$ cat config.mk
export PLATFORM = sky130hd
export DESIGN_NAME = ring_rotator
export DESIGN_NICKNAME = d
export VERILOG_FILES = /design/src/rtl/ring_rotator_pkg.sv /design/src/rtl/ring_rotator_rot_step.sv /design/src/rtl/ring_rotator.sv
export SDC_FILE = /design/constraint.sdc
export NUM_CORES = 1
export LEC_CHECK = 0
export BUFFER_PORTS_ARGS = -buffer_cell sky130_fd_sc_hd__clkbuf_2
export CORE_MARGIN = 2
export CORE_UTILIZATION = 47
export CTS_CLUSTER_DIAMETER = 50
export CTS_CLUSTER_SIZE = 40
export DETAILED_ROUTE_END_ITERATION = 7
export PLACE_DENSITY_LB_ADDON = 0.05
export SYNTH_ARGS = -nofsm -noshare
export SYNTH_HDL_FRONTEND = slang
export SYNTH_SLANG_ARGS = --single-unit
$ cat constraint.sdc
create_clock -name clk -period 1.9 [get_ports clk]
set_input_delay 0.38 -clock clk [delete_from_list [all_inputs] [get_ports clk]]
set_output_delay 0.38 -clock clk [all_outputs]
set_load 0.02 [all_outputs]
$ cat src/rtl/ring_rotator_pkg.sv
// ring_rotator_pkg: command encodings and FSM states shared by the ring rotator files
package ring_rotator_pkg;

    localparam logic [1:0] RING_OP_NOP  = 2'b00;
    localparam logic [1:0] RING_OP_ROTR = 2'b01;
    localparam logic [1:0] RING_OP_ROTL = 2'b10;
    localparam logic [1:0] RING_OP_LOAD = 2'b11;

    typedef enum logic {ST_IDLE, ST_ROT} state_t;

endpackage

$ cat src/rtl/ring_rotator_rot_step.sv
// ring_rot_step: combinational rotate of a [0:W-1] ring by SH positions (dir 0 = toward higher index)
module ring_rot_step #(
    parameter int W  = 8,
    parameter int SH = 1
) (
    input  logic [0:W-1] d,
    input  logic         dir,
    output logic [0:W-1] y
);

    assign y = dir ? {d[SH:W-1], d[0:SH-1]} : {d[W-SH:W-1], d[0:W-SH-1]};

endmodule

$ cat src/rtl/ring_rotator.sv
// ring_rotator: W-bit one-hot ring with load/rotate commands; RING_ROTATOR_BARREL_EN selects single-cycle rotation
module ring_rotator
    import ring_rotator_pkg::*;
#(
    parameter int             W         = 8,
    parameter logic [0:W-1]   RESET_VAL = {1'b1, {(W-1){1'b0}}},
    localparam int            AW        = $clog2(W)
) (
    input  logic          clk,
    input  logic          rst,
    input  logic          cmd_valid,
    output logic          cmd_ready,
    input  logic [1:0]    cmd_op,
    input  logic [AW-1:0] cmd_amt,
    input  logic [0:W-1]  cmd_data,
    output logic [0:W-1]  q,
    output logic          busy,
    output logic          done
);

    localparam logic [AW:0] WL = AW'(0) + (AW+1)'(W);

    logic [AW:0]   amt_ext;
    logic [AW-1:0] amt_eff;
    logic          is_rot;
    logic          acc;

    assign amt_ext = {1'b0, cmd_amt};
    assign amt_eff = amt_ext >= WL ? AW'(amt_ext - WL) : cmd_amt;
    assign is_rot  = cmd_op == RING_OP_ROTR || cmd_op == RING_OP_ROTL;
    assign acc     = cmd_valid && cmd_ready;

`ifdef RING_ROTATOR_BARREL_EN

    logic [0:W-1] stg [AW+1];
    logic [0:W-1] sy  [AW];

    assign stg[0]    = q;
    assign busy      = 1'b0;
    assign cmd_ready = 1'b1;

    for (genvar k = 0; k < AW; k++) begin : g_stage
        ring_rot_step #(.W(W), .SH(1 << k)) u_step (
            .d   (stg[k]),
            .dir (cmd_op == RING_OP_ROTL),
            .y   (sy[k])
        );
        assign stg[k+1] = amt_eff[k] ? sy[k] : stg[k];
    end

    // every accepted command completes at its accept edge
    always_ff @(posedge clk) begin
        if (rst) begin
            q    <= RESET_VAL;
            done <= 1'b0;
        end else begin
            done <= acc;
            if (acc && cmd_op == RING_OP_LOAD) q <= cmd_data;
            else if (acc && is_rot) q <= stg[AW];
        end
    end

`else

    state_t        st, st_nx;
    logic [AW-1:0] rem;
    logic          dir;
    logic [0:W-1]  q_step;
    logic          start;

    assign start     = acc && is_rot && amt_eff != '0;
    assign busy      = st == ST_ROT;
    assign cmd_ready = ~busy;

    ring_rot_step #(.W(W), .SH(1)) u_step (
        .d   (q),
        .dir (dir),
        .y   (q_step)
    );

    // next state: a nonzero rotate enters ROT, the last step returns to IDLE
    always_comb begin
        st_nx = st;
        if (st == ST_IDLE && start) st_nx = ST_ROT;
        else if (st == ST_ROT && rem == AW'(1)) st_nx = ST_IDLE;
    end

    // ring contents, step counter and the completion pulse
    always_ff @(posedge clk) begin
        if (rst) begin
            st   <= ST_IDLE;
            q    <= RESET_VAL;
            rem  <= '0;
            dir  <= 1'b0;
            done <= 1'b0;
        end else begin
            st   <= st_nx;
            done <= st == ST_ROT ? rem == AW'(1) : acc && !start;
            if (st == ST_ROT) begin
                q   <= q_step;
                rem <= rem - AW'(1);
            end else if (acc) begin
                if (cmd_op == RING_OP_LOAD) q <= cmd_data;
                if (start) begin
                    rem <= amt_eff;
                    dir <= cmd_op == RING_OP_ROTL;
                end
            end
        end
    end

`endif

endmodule

==> metrics.md <==
| Metric | Value |
|---|---|
| Bufs on Longest Clock Path | `2` |
| Post-detailed-route via-to-cell ratio | `5.60` |
| Vias in the first global route | `715` |
| Req. time, crit path | `1.52 ns` |
| Share of the cycle needed by the critical path after routing | `just over 80%` |
| TritonCTS clock tree | `done` |
| P_int | `around 0.52 mW` |
| Synth-to-Final Area Change | `24.8%` |
| FF-to-FF setup slack | `0.57 ns` |
| Critical path capture point type | `output port` |
| Category of the critical setup timing path | `reg -> out` |
| Placer's final routability congestion estimate | `0.799` |
| DP Worst Slack | `0.0872 ns` |
| Depth of the worst register-to-register path | `3` |
| Switch Pwr | `about 0.24 mW` |
| Worst hold-check path type | `in -> reg` |
| Remaining antenna violation count | `0` |
| Peak VDD IR | `0.000489 V` |
| Result of the run | `completed` |
| Capture endpoint of the worst hold path | `rem[0]$_SDFFE_PP0P_` |
| Detailed Place HPWL | `around 1.3 mm` |
| Number of instances on the worst hold path | `3` |
| First-pass iteration count of the detailed router | `4` |
| PD cells | `792 nW/µm²` |
| Worst Max-Slew Pin Slew | `0.484 ns` |
| Met3 layer wire length in the routed design | `around 79 µm` |
| Unique cell type count in the Yosys netlist | `22` |
| Average cell area after synthesis | `approximately 8.4 µm²` |
| Most frequent standard cell in the layout excluding fill and tap cells | `sky130_fd_sc_hd__clkbuf_2` |
| Netlist area before placement | `772 µm²` |
| Pin count of the biggest net entering global routing | `25` |
| Average detailed-routed wire length per instance | `12.8 µm` |
| Instance count of the mapped netlist | `92` |
| Min Tclk post-route | `1.56 ns` |
| Remaining routing DRC violations | `0` |
| Fraction of final layout cells sized beyond drive strength 1 | `29.2%` |
| Post-Route WL | `1.75 mm` |
| Startpoint Class | `register` |
| Normalized max-slew margin | `67.7%` |
| Top Ports | `27` |
| Total Negative Setup Slacks | `0 ns` |
| First-pass GRT wire length | `2.99 mm` |
| Number of H-tree branching levels | `1` |
| Proportion of power drawn by the clock network | `28.8%` |
| Clock latency on the worst-skew pair | `around 0.29 ns` |
| Destination of the worst register-to-register timing path | `dir$_SDFFE_PP0P_` |
| Launch point of the worst reg-to-reg path | `busy$_SDFFE_PP0P_` |
| Cell area after placement | `~900 µm²` |
| Global route total overflow | `0` |
| Port Buffer Count | `26` |
| Floorplan die width | `44.5 µm` |
| Final-report max-slew violation count | `0` |
| LEAKAGE | `about 0.42 nW` |
| Sequential share of power | `45.5%` |
| Top routing layer in use | `met4` |
| Sw Share | `31.6%` |
| Core area | `approximately 1500 µm²` |
| Root buffer cell | `sky130_fd_sc_hd__clkbuf_4` |
| Total number of clock tree sinks | `14` |
| Die outline area | `between 1500 and 2000 µm²` |
| Initial antenna violation count | `0` |
| Min-Delay Startpoint | `cmd_amt[0]` |
| Synth warnings | `0` |
| Resize count post-CTS | `0` |
| Count of endpoints failing hold in the final timing report | `0` |
| Routed metal-1 wire length | `about 860 µm` |
| Setup repair bufs after CTS | `0` |
| Inserted Clock Buffers | `3` |
| Max Fclk | `0.641 GHz` |
| Fraction of the yosys area taken by sequential cells | `36.3%` |
| Cell area after layout | `963 µm²` |
| Max-cap violations | `0` |
| RSZ-0062 raised after global routing | `no` |
| Starting Density | `between 50% and 60%` |
| Count of inserted antenna diode cells | `0` |
| Final-stage net count | `about 140` |
| Met2 WL post-DR | `778 µm` |
| Signal arrival time at the worst endpoint | `1.18 ns` |
| Count of standard-cell rows | `14` |
| Clock-pin slew on the worst setup and hold paths | `0.09 ns` |
| Largest fanout of any net on the critical path | `24` |
| Combinational share of power | `between 20% and 30%` |
| Worst Skew | `0.00585 ns` |
| Total routing resource utilization after global routing | `20.6%` |
| Commonest non-fill, non-tap cells in the layout | `sky130_fd_sc_hd__clkbuf_2 (26), sky130_fd_sc_hd__dfxtp_1 (14), sky130_fd_sc_hd__a21oi_1 (13)` |
| Via count of the routed design | `roughly 760` |
| Number of synthesized register bits | `14` |
| Setup WS post-layout | `0.340 ns` |
| Count of hold-fix buffers inserted at cts | `0` |
| Number of failing setup endpoints in the final timing report | `0` |
| Detailed router's first-iteration violation count | `21` |
| Power, Total | `about 0.76 mW` |
| Synthesized netlist net count | `112` |
| Die extent in y | `44.5 µm` |
## final cells by class
cell class	count	area, µm²
fill	150	561
multi-input combinational	64	437
sequential	14	280
timing repair buffer	30	160
clock buffer	4	36.3
inverter	8	30.0
tap	16	20.0
## flip-flops by register name (all words and copies together) (netlist names)
signal	flops
q	8
rem	3
busy	1
dir	1
done	1
## layer usage
metal  vias up  global-route usage (%)
met3         4                    2.45
met5         -                       0
li1        389                       -
met4         0                    12.7
met2        19                    34.5
met1       350                    24.7
## logic make-up (layout without fill, tap and decap cells)
group / count (synthesis) / in the layout / share of synthesized area [%]
fa+ha+maj: 4 / 4 / 6.48
simple gates: 20 / 20 / 12.2
mux: 8 / 8 / 10.4
buf+inv: 14 / 42 / 7.13
flops: 14 / 14 / 36.3
compound gates: 32 / 32 / 27.6
## metrics by stage
stage               hold slack, ns  utilization [%]  std cells
global route                 0.412             63.2        136
detailed placement           0.490             60.8        132
CTS                          0.403             63.2        136
global placement             0.483             60.8        132
finish                       0.408             63.2        136
floorplan                    0.459                -         92
## synthesized netlist by cell type (all sizes together)
| cell | count | share of area [%] |
|---|---|---|
| buf | 2 | 1.3 |
| o31ai | 1 | 0.97 |
| nor2 | 7 | 3.4 |
| or2 | 1 | 1.1 |
| nor4b | 1 | 1.1 |
| nor3 | 1 | 0.65 |
| or3 | 1 | 0.81 |
| mux2i | 8 | 10 |
| inv | 8 | 3.9 |
| clkbuf | 4 | 1.9 |
| or3b | 1 | 1.1 |
| dfxtp | 14 | 36 |
| a31o | 1 | 1.1 |
| o22a | 1 | 1.1 |
| a31oi | 3 | 2.4 |
| nand2 | 8 | 3.9 |
| ha | 4 | 6.5 |
| a221oi | 1 | 1.1 |
| a21oi | 13 | 8.4 |
| a211o | 8 | 9.1 |
| o21ai | 2 | 1.3 |
| o211ai | 2 | 1.9 |
## critical path: stages, from the launching register on
cell,delay [ns]
sky130_fd_sc_hd__dfxtp_1,0.34
sky130_fd_sc_hd__buf_4,0.25
sky130_fd_sc_hd__inv_1,0.12
sky130_fd_sc_hd__clkbuf_2,0.17
## power groups by stage
stage	sequential (mW)	combinational, mW	clock [mW]
final	0.347	0.196	0.219
after global routing	0.352	0.220	0.235
after CTS	0.347	0.198	0.226
after detailed placement	0.354	0.196	0
after global placement	0.353	0.195	0
after floorplan	0.370	0.110	0
## worst max path at each step
stage	start	to	slack, ns
after detailed placement	cmd_op[0]	dir$_SDFFE_PP0P_	0.09
after floorplan	cmd_op[0]	dir$_SDFFE_PP0P_	0.15
after global routing	busy$_SDFFE_PP0P_	cmd_ready	0.27
after CTS	busy$_SDFFE_PP0P_	cmd_ready	0.34
final	busy$_SDFFE_PP0P_	cmd_ready	0.34
after global placement	cmd_op[0]	dir$_SDFFE_PP0P_	0.10
No activity file was read; power rests on OpenSTA's default activity.
